===== src/rtl/quadrature_encoder_gen_if.sv =====
// Signal bundle for the quadrature encoder generator.
// Optional err_inj pin present only when QEP_GEN_ERR_INJ_EN is defined.
interface quadrature_encoder_gen_if #(
  parameter int unsigned COUNTER_WIDTH = 32
);
  logic                     en;
  logic                     cont;
  logic                     start;
  logic                     dir;
  logic [COUNTER_WIDTH-1:0] step_period;
  logic [COUNTER_WIDTH-1:0] move_cnt;
  logic [COUNTER_WIDTH-1:0] cnt_wrap;
  logic                     A_neg;
  logic                     B_neg;
  logic                     Z_neg;
  logic                     A;
  logic                     B;
  logic                     Z;
  logic [COUNTER_WIDTH-1:0] pos;
  logic                     busy;
  logic                     done_strobe;
`ifdef QEP_GEN_ERR_INJ_EN
  logic                     err_inj;
`endif

  modport master (
`ifdef QEP_GEN_ERR_INJ_EN
    output err_inj,
`endif
    output en, cont, start, dir, step_period, move_cnt, cnt_wrap,
    output A_neg, B_neg, Z_neg,
    input  A, B, Z, pos, busy, done_strobe
  );

  modport slave (
`ifdef QEP_GEN_ERR_INJ_EN
    input  err_inj,
`endif
    input  en, cont, start, dir, step_period, move_cnt, cnt_wrap,
    input  A_neg, B_neg, Z_neg,
    output A, B, Z, pos, busy, done_strobe
  );
endinterface


===== src/rtl/quadrature_encoder_gen.sv =====
// Quadrature A/B/Z generator: continuous or counted moves at a programmable step rate.
// Define QEP_GEN_ERR_INJ_EN to add the err_inj double-step fault injection input.
module quadrature_encoder_gen #(
  parameter int unsigned COUNTER_WIDTH = 32
) (
  input logic                     clk,
  input logic                     rst_n,
  quadrature_encoder_gen_if.slave bus
);
  localparam logic [COUNTER_WIDTH-1:0] ONE = {{(COUNTER_WIDTH-1){1'b0}}, 1'b1};

  typedef enum logic [1:0] {S_IDLE, S_CONT, S_MOVE} state_t;

  state_t                   r_state, w_state_nx;
  logic [1:0]               r_phase, w_phase_nx;
  logic [COUNTER_WIDTH-1:0] r_pos, w_pos_nx;
  logic [COUNTER_WIDTH-1:0] r_timer, w_timer_nx;
  logic [COUNTER_WIDTH-1:0] r_remaining, w_remaining_nx;
  logic                     r_busy, w_busy_nx;
  logic                     r_done, w_done_nx;
  logic                     r_err_pend, w_err_pend_nx;
  logic                     w_edge;
  logic                     w_period_last;
  logic                     w_err_req;

`ifdef QEP_GEN_ERR_INJ_EN
  assign w_err_req = bus.err_inj;
`else
  assign w_err_req = 1'b0;
`endif

  // >= rather than == so a live shrink of step_period cannot strand the timer above the compare
  assign w_period_last = (bus.step_period != '0) && (r_timer >= (bus.step_period - ONE));

  always_ff @(posedge clk or negedge rst_n) begin
    if (!rst_n) begin
      r_state     <= S_IDLE;
      r_phase     <= '0;
      r_pos       <= '0;
      r_timer     <= '0;
      r_remaining <= '0;
      r_busy      <= 1'b0;
      r_done      <= 1'b0;
      r_err_pend  <= 1'b0;
    end else begin
      r_state     <= w_state_nx;
      r_phase     <= w_phase_nx;
      r_pos       <= w_pos_nx;
      r_timer     <= w_timer_nx;
      r_remaining <= w_remaining_nx;
      r_busy      <= w_busy_nx;
      r_done      <= w_done_nx;
      r_err_pend  <= w_err_pend_nx;
    end
  end

  always_comb begin
    w_state_nx     = r_state;
    w_phase_nx     = r_phase;
    w_pos_nx       = r_pos;
    w_timer_nx     = r_timer;
    w_remaining_nx = r_remaining;
    w_done_nx      = 1'b0;
    w_edge         = 1'b0;

    case (r_state)
      S_IDLE: begin
        w_timer_nx = '0;
        if (bus.en && bus.start && (bus.move_cnt != '0)) begin
          w_state_nx     = S_MOVE;
          w_remaining_nx = bus.move_cnt;
        end else if (bus.en && bus.cont) begin
          w_state_nx = S_CONT;
        end
        if (bus.en && bus.start && (bus.move_cnt == '0))
          w_done_nx = 1'b1;
      end
      S_CONT: begin
        if (!bus.en || !bus.cont) begin
          w_state_nx = S_IDLE;
          w_timer_nx = '0;
        end else if (w_period_last) begin
          w_edge     = 1'b1;
          w_timer_nx = '0;
        end else if (bus.step_period != '0) begin
          w_timer_nx = r_timer + ONE;
        end else begin
          w_timer_nx = '0;
        end
      end
      S_MOVE: begin
        if (!bus.en) begin
          w_state_nx     = S_IDLE;
          w_timer_nx     = '0;
          w_remaining_nx = '0;
        end else if (w_period_last) begin
          w_edge         = 1'b1;
          w_timer_nx     = '0;
          w_remaining_nx = r_remaining - ONE;
          if (r_remaining == ONE) begin
            w_state_nx = S_IDLE;
            w_done_nx  = 1'b1;
          end
        end else if (bus.step_period != '0) begin
          w_timer_nx = r_timer + ONE;
        end else begin
          w_timer_nx = '0;
        end
      end
      default: begin
        w_state_nx = S_IDLE;
        w_timer_nx = '0;
      end
    endcase

    if (w_edge) begin
      if (bus.dir) begin
        w_phase_nx = {~r_phase[0], r_phase[1]};
        w_pos_nx   = (r_pos == '0) ? bus.cnt_wrap : r_pos - ONE;
      end else begin
        w_phase_nx = {r_phase[0], ~r_phase[1]};
        w_pos_nx   = (r_pos == bus.cnt_wrap) ? '0 : r_pos + ONE;
      end
      // two phase steps in either direction is a complement of both bits
      if (r_err_pend)
        w_phase_nx = ~r_phase;
    end

    if ((r_state != S_IDLE) && (w_state_nx != S_IDLE))
      w_err_pend_nx = (r_err_pend && !w_edge) || w_err_req;
    else
      w_err_pend_nx = 1'b0;

    w_busy_nx = (w_state_nx != S_IDLE);
  end

  assign bus.A           = r_phase[1] ^ bus.A_neg;
  assign bus.B           = r_phase[0] ^ bus.B_neg;
  assign bus.Z           = (r_pos == '0) ^ bus.Z_neg;
  assign bus.pos         = r_pos;
  assign bus.busy        = r_busy;
  assign bus.done_strobe = r_done;
endmodule

===== src/flat_wrapper.sv =====
// flat-port wrapper written by rule: the top's interface ports become plain ports
module quadrature_encoder_gen_flat 
#(
  parameter int unsigned COUNTER_WIDTH = 32
)
  (clk, rst_n, bus_en, bus_cont, bus_start, bus_dir, bus_step_period, bus_move_cnt, bus_cnt_wrap, bus_A_neg, bus_B_neg, bus_Z_neg, bus_A, bus_B, bus_Z, bus_pos, bus_busy, bus_done_strobe);
  quadrature_encoder_gen_if #(.COUNTER_WIDTH(COUNTER_WIDTH)) bus_i ();
  input logic clk;
  input logic rst_n;
  input wire logic [$bits(bus_i.en)-1:0] bus_en;
  input wire logic [$bits(bus_i.cont)-1:0] bus_cont;
  input wire logic [$bits(bus_i.start)-1:0] bus_start;
  input wire logic [$bits(bus_i.dir)-1:0] bus_dir;
  input wire logic [$bits(bus_i.step_period)-1:0] bus_step_period;
  input wire logic [$bits(bus_i.move_cnt)-1:0] bus_move_cnt;
  input wire logic [$bits(bus_i.cnt_wrap)-1:0] bus_cnt_wrap;
  input wire logic [$bits(bus_i.A_neg)-1:0] bus_A_neg;
  input wire logic [$bits(bus_i.B_neg)-1:0] bus_B_neg;
  input wire logic [$bits(bus_i.Z_neg)-1:0] bus_Z_neg;
  output wire logic [$bits(bus_i.A)-1:0] bus_A;
  output wire logic [$bits(bus_i.B)-1:0] bus_B;
  output wire logic [$bits(bus_i.Z)-1:0] bus_Z;
  output wire logic [$bits(bus_i.pos)-1:0] bus_pos;
  output wire logic [$bits(bus_i.busy)-1:0] bus_busy;
  output wire logic [$bits(bus_i.done_strobe)-1:0] bus_done_strobe;
  assign bus_i.en = bus_en;
  assign bus_i.cont = bus_cont;
  assign bus_i.start = bus_start;
  assign bus_i.dir = bus_dir;
  assign bus_i.step_period = bus_step_period;
  assign bus_i.move_cnt = bus_move_cnt;
  assign bus_i.cnt_wrap = bus_cnt_wrap;
  assign bus_i.A_neg = bus_A_neg;
  assign bus_i.B_neg = bus_B_neg;
  assign bus_i.Z_neg = bus_Z_neg;
  assign bus_A = bus_i.A;
  assign bus_B = bus_i.B;
  assign bus_Z = bus_i.Z;
  assign bus_pos = bus_i.pos;
  assign bus_busy = bus_i.busy;
  assign bus_done_strobe = bus_i.done_strobe;
  quadrature_encoder_gen #(.COUNTER_WIDTH(COUNTER_WIDTH)) u_core (.clk(clk), .rst_n(rst_n), .bus(bus_i));
endmodule

===== config.mk =====
export PLATFORM = sky130hd
export DESIGN_NAME = quadrature_encoder_gen_flat
export DESIGN_NICKNAME = d
export VERILOG_FILES = /design/src/rtl/quadrature_encoder_gen_if.sv /design/src/rtl/quadrature_encoder_gen.sv /design/src/flat_wrapper.sv
export SDC_FILE = /design/constraint.sdc
export NUM_CORES = 1
export LEC_CHECK = 0
export ABC_AREA = 1
export BUFFER_PORTS_ARGS = -buffer_cell sky130_fd_sc_hd__buf_2
export CAP_MARGIN = 20
export CORE_MARGIN = 5
export CORE_UTILIZATION = 40
export DETAILED_ROUTE_END_ITERATION = 12
export GPL_ROUTABILITY_DRIVEN = 0
export SYNTH_ARGS = -nofsm -noshare
export SYNTH_HDL_FRONTEND = slang
export SYNTH_SLANG_ARGS = --single-unit

===== constraint.sdc =====
create_clock -name clk -period 2.65 [get_ports clk]
set_clock_uncertainty 0.1 [all_clocks]
set_input_delay 0.265 -clock clk [delete_from_list [all_inputs] [get_ports clk]]
set_output_delay 0.265 -clock clk [all_outputs]
set_load 0.01 [all_outputs]

# ---- Word-level counts from Yosys, hierarchy flattened
# Cells that the tools add are included.
dict set report word_totals {
  reg_bits 103
  out_inout_bits 37
  wordCells 77
}
dict set report classes {
  n_addsub 5
  n_lt_le_gt_ge 1
  n_eq_ne 6
  muxes 31
  bitwise 6
  reduce_logical 20
}
# cell n
set op_table {}
lappend op_table {{$mux W32} 10}
lappend op_table {{$pmux W32 S2} 2}
lappend op_table {{$sub A32 B1 Y32 const B} 3}
lappend op_table {{$add A32 B1 Y32 const B} 2}
lappend op_table {{$logic_not A32 Y1} 2}
lappend op_table {{$reduce_bool A32 Y1} 2}
lappend op_table {{$eq A32 B1 Y1 const B} 1}
lappend op_table {{$eq A32 B32 Y1} 1}
lappend op_table {{$ge A32 B32 Y1} 1}
lappend op_table {{$mux W2} 8}
lappend op_table {{$mux W1} 8}
lappend op_table {{$logic_and A1 B1 Y1} 7}
lappend op_table {{$pmux W2 S3} 1}
lappend op_table {{$reduce_bool A2 Y1} 3}
lappend op_table {{$pmux W1 S2} 2}
lappend op_table {{$logic_not A1 Y1} 3}
lappend op_table {{$ne A3 B2 Y1 const B} 1}
lappend op_table {{$reduce_and A3 Y1} 1}
lappend op_table {{$xor A1 B1 Y1} 3}
lappend op_table {{$eq A2 B1 Y1 const B} 1}
lappend op_table {{$eq A2 B2 Y1 const B} 1}
lappend op_table {{$logic_not A2 Y1} 1}
lappend op_table {{$ne A2 B1 Y1 const B} 1}
lappend op_table {{$not A1 Y1} 2}
lappend op_table {{2 further kinds} 2}

# ---- Longest topological paths before layout
# Gate-level depths: netlist of the first run.
dict set report depth {
  ltp_word 9
  mapped_depth 25
  mapped_depth_nobuf 24
}

# ---- Least setup slack after synthesis of the first run
# No wires, ideal clock.
dict set report synth_path {
  path_type {in2reg}
  from {input port bus_step_period[1]}
  to {register u_core.r_remaining[27]}
  arrival_time_ps 3004
  t_required_ps 2422
  path_slack_ps -582
  path_stages 23
  cell_sequence {nor2_1 nand2_1 nor3_2 nand2_1 inv_1 nand3_1 nor2_2 nand3_2 nor2_2 nand2_1 nor3_2 xnor2_1 ha_1 a21oi_1 o21a_1 nand2_1 nor2_1 nand2_2 nand2_1 inv_2 o21ai_4 buf_2 o21ai_0}
}
dict set report synth_between {
  elab_chain_len 5
  elab_cells_between_ends 6
  classes_between {1 x add/sub; 1 x order compare; 1 x eq/ne; 3 x reduce/logical}
}
# element line_no
set synth_lines {}
lappend synth_lines {{start, declared} flat_wrapper.sv:14} ;# input wire logic [$bits(bus_i.step_period)-1:0] bus_step_period;
lappend synth_lines {{$sub A32 B1 Y32} quadrature_encoder_gen.sv:33} ;# assign w_period_last = (bus.step_period != '0) && (r_timer >= (bus.step_period - ONE));
lappend synth_lines {{$ge A32 B32 Y1} quadrature_encoder_gen.sv:33}
lappend synth_lines {{$logic_and A1 B1 Y1 *} quadrature_encoder_gen.sv:33}
lappend synth_lines {{$ne A3 B2 Y1 (no line) *} n/a}
lappend synth_lines {{$reduce_and A3 Y1 (no line) *} n/a}
lappend synth_lines {{end signal, assigned} quadrature_encoder_gen.sv:50} ;# r_remaining <= w_remaining_nx;
lappend synth_lines {{end, declared} quadrature_encoder_gen.sv:18} ;# logic [COUNTER_WIDTH-1:0] r_remaining, w_remaining_nx;
# Every way passes the cells marked *; elsewhere a longest branch is shown, timed or not.
# A chain may end at the register's enable or synchronous reset.

# ---- Worst setup path after layout of the first run
dict set report layout_path {
  from {input port bus_step_period[1]}
  to {register u_core.r_remaining[16]}
}
# Same word-level chain as after synthesis.

==> results of run 1 <==
==> worst min-delay path by stage <==
| stage | startpoint | cells past startpoint | slack [ns] | endpoint |
|---|---|---|---|---|
| floorplan | rst_n | 0 | -0.13 | u_core.bus.busy$_DFF_PN0_ |
| global placement | rst_n | 1 | 0.12 | u_core.r_remaining[13]$_DFFE_PN0P_ |
| detailed placement | rst_n | 1 | 0.12 | u_core.r_remaining[13]$_DFFE_PN0P_ |
| CTS | bus_move_cnt[14] | 3 | 0.12 | u_core.r_remaining[14]$_DFFE_PN0P_ |
| global route | bus_move_cnt[9] | 3 | 0.15 | u_core.r_remaining[9]$_DFFE_PN0P_ |
| finish | bus_move_cnt[9] | 3 | 0.11 | u_core.r_remaining[9]$_DFFE_PN0P_ |
==> routing by layer <==
layer | up-vias | wire length [µm]
met4 | 0 | 618
met2 | 425 | 14900
li1 | 5419 | -
met3 | 44 | 2310
met1 | 5047 | 15000
met5 | - | 0
==> area by class of cell <==
cell class                 instances  area share
clock buffer                      10      0.0186
timing repair buffer             279       0.164
tap                              324      0.0316
multi-input combinational       1153       0.514
timing repair inverter             1    0.000879
inverter                         211      0.0632
sequential                       103       0.201
clock inverter                     5     0.00644
==> registers in the layout (all words and copies together) (netlist names) <==
register,flops
u_core.bus.busy,1
u_core.r_err_pend,1
u_core.r_timer,32
u_core.r_remaining,32
u_core.r_phase,2
u_core.bus.pos,32
u_core.bus.done_strobe,1
u_core.r_state,2
==> repair_timing <==
item                                    in CTS  in global routing
hold buffers                                 1                  0
cloned                                       4                  9
endpoints found under the setup margin     103                104
endpoints found under the hold margin       25                  0
pin swaps                                    1                  8
gates resized for setup                     28                 73
setup buffers                               10                  5
==> metrics by stage <==
| step | utilization | total power [mW] |
|---|---|---|
| finish | 0.525 | 6.76 |
| global route | 0.525 | 7.18 |
| CTS | 0.507 | 6.28 |
| detailed placement | 0.481 | 4.29 |
| global placement | 0.481 | 4.23 |
| floorplan | - | 3.64 |
==> synth_stat cells (all sizes together), types with 8 or more instances <==
master  instances
nor3           52
a22oi           8
nor4           21
clkbuf         10
dfrtp         103
nand4          42
buf            35
nor2          244
xor2           70
o22ai          14
a31oi          10
nand2         315
o21ai         118
xnor2          32
a21oi          79
ha             43
or2             8
inv           208
nand3          69
==> power breakdown <==
group / internal [mW] / switching, mW
registers: 1.85 / 0.265
logic: 1.37 / 1.76
clock network: 0.853 / 0.663
==> worst min-delay path, stage by stage <==
cell and delay (ns):
buf_2 0.09, a32oi_1 0.06, o21ai_1 0.13
==> cell families after synthesis <==
group | after synthesis | share of synthesized area
buffers and inverters | 256 | 0.109
adders and majority gates | 43 | 0.0542
AOI/OAI and AO/OA | 249 | 0.138
and+or+nand+nor | 759 | 0.350
DFF | 103 | 0.260
xor gates and xnor gates | 102 | 0.0900
==> results.json, run 1 <==
{
  "status": "finished with violations",
  "violations": "setup timing",
  "power.density_nw_per_um2": 528,
  "dpl_cell_area_um2": 11700,
  "drc": 0,
  "grt_pass1_vias": 10600,
  "r2r-end": "u_core.bus.pos[26]$_DFFE_PN0P_",
  "die_area_um2": 28100,
  "root_buffer": "clkbuf_16",
  "cts.clk_slew.worst_paths_ns": 0.08,
  "clock_latency_ns": 0.36,
  "timing.hold.ws_ns": 0.114,
  "clock-sinks": 103,
  "wl_per_cell_um": 15.7,
  "final_cell_mix": "nand2_1 (289), nor2_1 (214), inv_1 (192)",
  "cp_common_cell": "nand2_2",
  "min_period_ns": 3.12,
  "ys_types": 53,
  "fin_cells": 2086,
  "cts_made_buffers": 9,
  "async_flop_share": 1.00,
  "final_common_cell": "nand2_1",
  "cp_max_fo": 5,
  "p_leak_nw": 6.04,
  "htree_levels": 3,
  "final_area_um2": 12800,
  "drv_cap": 0,
  "register_area_um2": 2580,
  "path_buf_inv": 6,
  "track_usage": 0.221,
  "syn-num-nets": 1660,
  "slew_headroom": 0.597,
  "wirelength_um": 32800,
  "slowest_stage": "ha_1",
  "hp-class": "in2reg",
  "clk_path_buf_depth": 2,
  "synth_ff_type": "dfrtp_1",
  "routed_via_density": 5.24,
  "ant_nets": 0,
  "r2r_slack_ns": 0.13,
  "grt_pass1_wl_um": 52100,
  "hold_viol": 0,
  "vias": 10900,
  "dpl.hpwl_um": 23800,
  "fillers": 2491,
  "max_freq_ghz": 0.320,
  "syn_to_final_growth_pct": 29.2,
  "yosysWarnings": 0,
  "rsz0062_at_grt": "true",
  "nets": 1906,
  "grt_use_met1": 0.309,
  "n_antenna_cell": 0,
  "startpoint_type": "primary input",
  "rows": 57,
  "grt_util_met2": 0.363,
  "path_class": "in2reg",
  "critical_path_depth": 27,
  "endpoint": "u_core.r_remaining[16]$_DFFE_PN0P_",
  "drive_gt1_frac": 0.247,
  "top_usage_layer": "met2",
  "required_ns": 2.83,
  "crit_arrival_ns": 3.30,
  "grt_util_met3": 0.0250,
  "io_pins": 142,
  "fin_ws_ns": -0.474,
  "maxSlewViolCount": 0,
  "ys_seq_elements": 103,
  "synth_edf_count": 0,
  "start_util": 0.407,
  "tightest_slew_ns": 0.603,
  "crit_family": "simple AND/OR/NAND/NOR gates",
  "grt_max_degree": 69,
  "reg2reg_from": "u_core.bus.pos[0]$_DFFE_PN0P_",
  "cts_tree": "done",
  "ff2ff_path_depth": 11,
  "synth_area_leaders": "dfrtp_1 (26%), nand2_1 (12%), nor2_1 (8.6%), inv_1 (7.3%), xor2_1 (6.2%)",
  "synth.avg_cell_area_um2": 6.56,
  "dr.pass1.iters": 5,
  "die_h_um": 167,
  "yosys.area.top_type": "dfrtp_1",
  "peakVddDrop_mv": 0.395,
  "max_stage_delay_ns": 0.27,
  "startpoint": "bus_step_period[1]",
  "synth_cells": 1512,
  "multi_input_area_um2": 6590,
  "dp_cells": 2043,
  "core_area_um2": 24400,
  "drt_iter0_markers": 861,
  "setup_viol": 102,
  "fin_setup_tns_ns": -31.86,
  "syn_area_um2": 9920,
  "preCtsSetupSlack_ns": -0.874,
  "die_x_um": 167,
  "ys_seq_area_frac": 0.260,
  "post-route-period-util": 1.18,
  "synth_top_area_frac": 0.260,
  "grt_antenna_before_repair": 0,
  "io_buffer_count": 141,
  "cp-end-kind": "flip-flop",
  "grt.overflow.total": 0
}
(Power assumes the default switching activity.)
==> run 2, diff against run 1 <==
--- a/config.mk
+++ b/config.mk
@@ -12,6 +12,7 @@
 export CORE_UTILIZATION = 40
 export DETAILED_ROUTE_END_ITERATION = 12
 export GPL_ROUTABILITY_DRIVEN = 0
+export PLACE_DENSITY = 0.59
 export SYNTH_ARGS = -nofsm -noshare
 export SYNTH_HDL_FRONTEND = slang
 export SYNTH_SLANG_ARGS = --single-unit
==> constraint.sdc (replaced) <==
create_clock -name clk -period 3.8 [get_ports clk]
set_clock_uncertainty 0.1 [all_clocks]
set_input_delay 0.38 -clock clk [delete_from_list [all_inputs] [get_ports clk]]
set_output_delay 0.38 -clock clk [all_outputs]
set_load 0.01 [all_outputs]
==> results.json, run 2 (synthesis results as in run 1) <==
{
  "ctsHoldBuffers": 0,
  "wl_per_cell_um": 15.1,
  "grt_max_degree": 66,
  "post_cts_buffers": 0,
  "grt_antenna_before_repair": 0,
  "hp-class": "in2async",
  "final_common_cell": "nand2_1",
  "drc": 0,
  "wirelength_um": 29800,
  "max_freq_ghz": 0.293,
  "dr.pass1.iters": 7,
  "io_buffer_count": 141,
  "setup_viol": 0,
  "die_area_um2": 28100,
  "dpl_cell_area_um2": 11000,
  "nets": 1787,
  "cts_tree": "done",
  "path_class": "in2reg",
  "power.density_nw_per_um2": 340,
  "fillers": 2648,
  "post-route-period-util": 0.899,
  "final_area_um2": 11200,
  "r2r_slack_ns": 0.99,
  "startpoint": "bus_step_period[2]",
  "dpl.hpwl_um": 23000,
  "htree_levels": 3,
  "min_period_ns": 3.42,
  "die_x_um": 167,
  "p_leak_nw": 5.26,
  "tightest_slew_ns": 0.874,
  "ant_nets": 0,
  "track_usage": 0.209,
  "drv_cap": 0,
  "vias": 10100,
  "crit_arrival_ns": 3.56,
  "reg2reg_from": "u_core.bus.pos[19]$_DFFE_PN0P_",
  "peakVddDrop_mv": 0.328,
  "clock_latency_ns": 0.35,
  "drt_iter0_markers": 688,
  "syn_to_final_growth_pct": 13.3,
  "io_pins": 142,
  "hold_viol": 0,
  "start_util": 0.407,
  "slew_headroom": 0.418,
  "grt.overflow.total": 0,
  "cts_resized": 0,
  "cts_made_buffers": 9,
  "final_cell_mix": "nand2_1 (307), nor2_1 (227), inv_1 (194)",
  "cts.clk_slew.worst_paths_ns": 0.08,
  "clock-sinks": 103,
  "rows": 57,
  "drive_gt1_frac": 0.153,
  "grt_pass1_vias": 9724,
  "root_buffer": "clkbuf_16",
  "required_ns": 3.95,
  "grt_pass1_wl_um": 48500,
  "maxSlewViolCount": 0,
  "startpoint_type": "primary input",
  "n_antenna_cell": 0,
  "cp_max_fo": 64,
  "rsz0062_at_grt": "false",
  "power_mw": 3.82,
  "timing.hold.ws_ns": 0.0163,
  "die_h_um": 167,
  "cp-end-kind": "flip-flop",
  "core_area_um2": 24400,
  "routed_via_density": 5.14,
  "clk_path_buf_depth": 2,
  "status": "finished clean"
}
[run 2: worst paths after layout]
path,end,cells after the start
worst min register to register,u_core.r_timer[0]$_DFF_PN0_,1
worst min-delay path,u_core.r_remaining[3]$_DFFE_PN0P_,1
worst max-delay path,u_core.r_remaining[22]$_DFFE_PN0P_,26
min in group clk,u_core.r_remaining[1]$_DFFE_PN0P_,3
max in group asynchronous,u_core.bus.pos[0]$_DFFE_PN0P_,2
worst max register to register,u_core.bus.pos[12]$_DFFE_PN0P_,12
[run 2: stage by stage]
step	util	setup TNS (ns)	setup WS, ns	std cells
global placement	0.449	0	0.0930	1952
global route	0.461	0	0.0747	1968
finish	0.461	0	0.383	1968
detailed placement	0.449	-0.0317	-0.0139	1952
floorplan	-	0	0.453	1512
CTS	0.461	0	0.351	1968
[run 2: final cells by class]
| class | count | area [µm²] | area share |
|---|---|---|---|
| inverter | 211 | 796 | 0.0708 |
| sequential | 103 | 2580 | 0.229 |
| tap | 324 | 405 | 0.0361 |
| clock buffer | 9 | 225 | 0.0200 |
| timing repair buffer | 161 | 908 | 0.0808 |
| multi-input combinational | 1153 | 6270 | 0.557 |
| clock inverter | 7 | 66.3 | 0.00590 |
[run 2: worst max-delay path: stages]
cell and delay (ns):
buf_2 0.12, nor2_1 0.08, nand2_1 0.09, nor3_2 0.16
nand2_1 0.10, inv_1 0.08, nand3_1 0.12, nor2_2 0.16
nand3_2 0.12, nor2_2 0.14, nand2_1 0.09, nor3_2 0.13
xnor2_1 0.10, ha_1 0.30, nand2_1 0.07, nor2_1 0.17
nand4_1 0.14, nor2_1 0.14, nand2_1 0.07, nand2_2 0.07
nand2_1 0.07, inv_2 0.10, o21ai_4 0.06, buf_12 0.20
o21ai_0 0.17, nand2_1 0.07
[run 2: where the power goes]
part	switching (mW)	leakage, nW	internal [mW]	total, mW
logic	0.939	3.89	0.483	1.42
registers	0.171	1.23	1.29	1.46
clock network	0.477	0.141	0.461	0.938
total	1.59	5.26	2.23	3.82
[run 2: metal layers]
metal	vias up	track usage	wire (µm)
li1	5190	-	-
met1	4628	0.296	14300
met2	268	0.337	13400
met3	22	0.0259	1630
met4	0	0.0568	489
met5	-	0	0
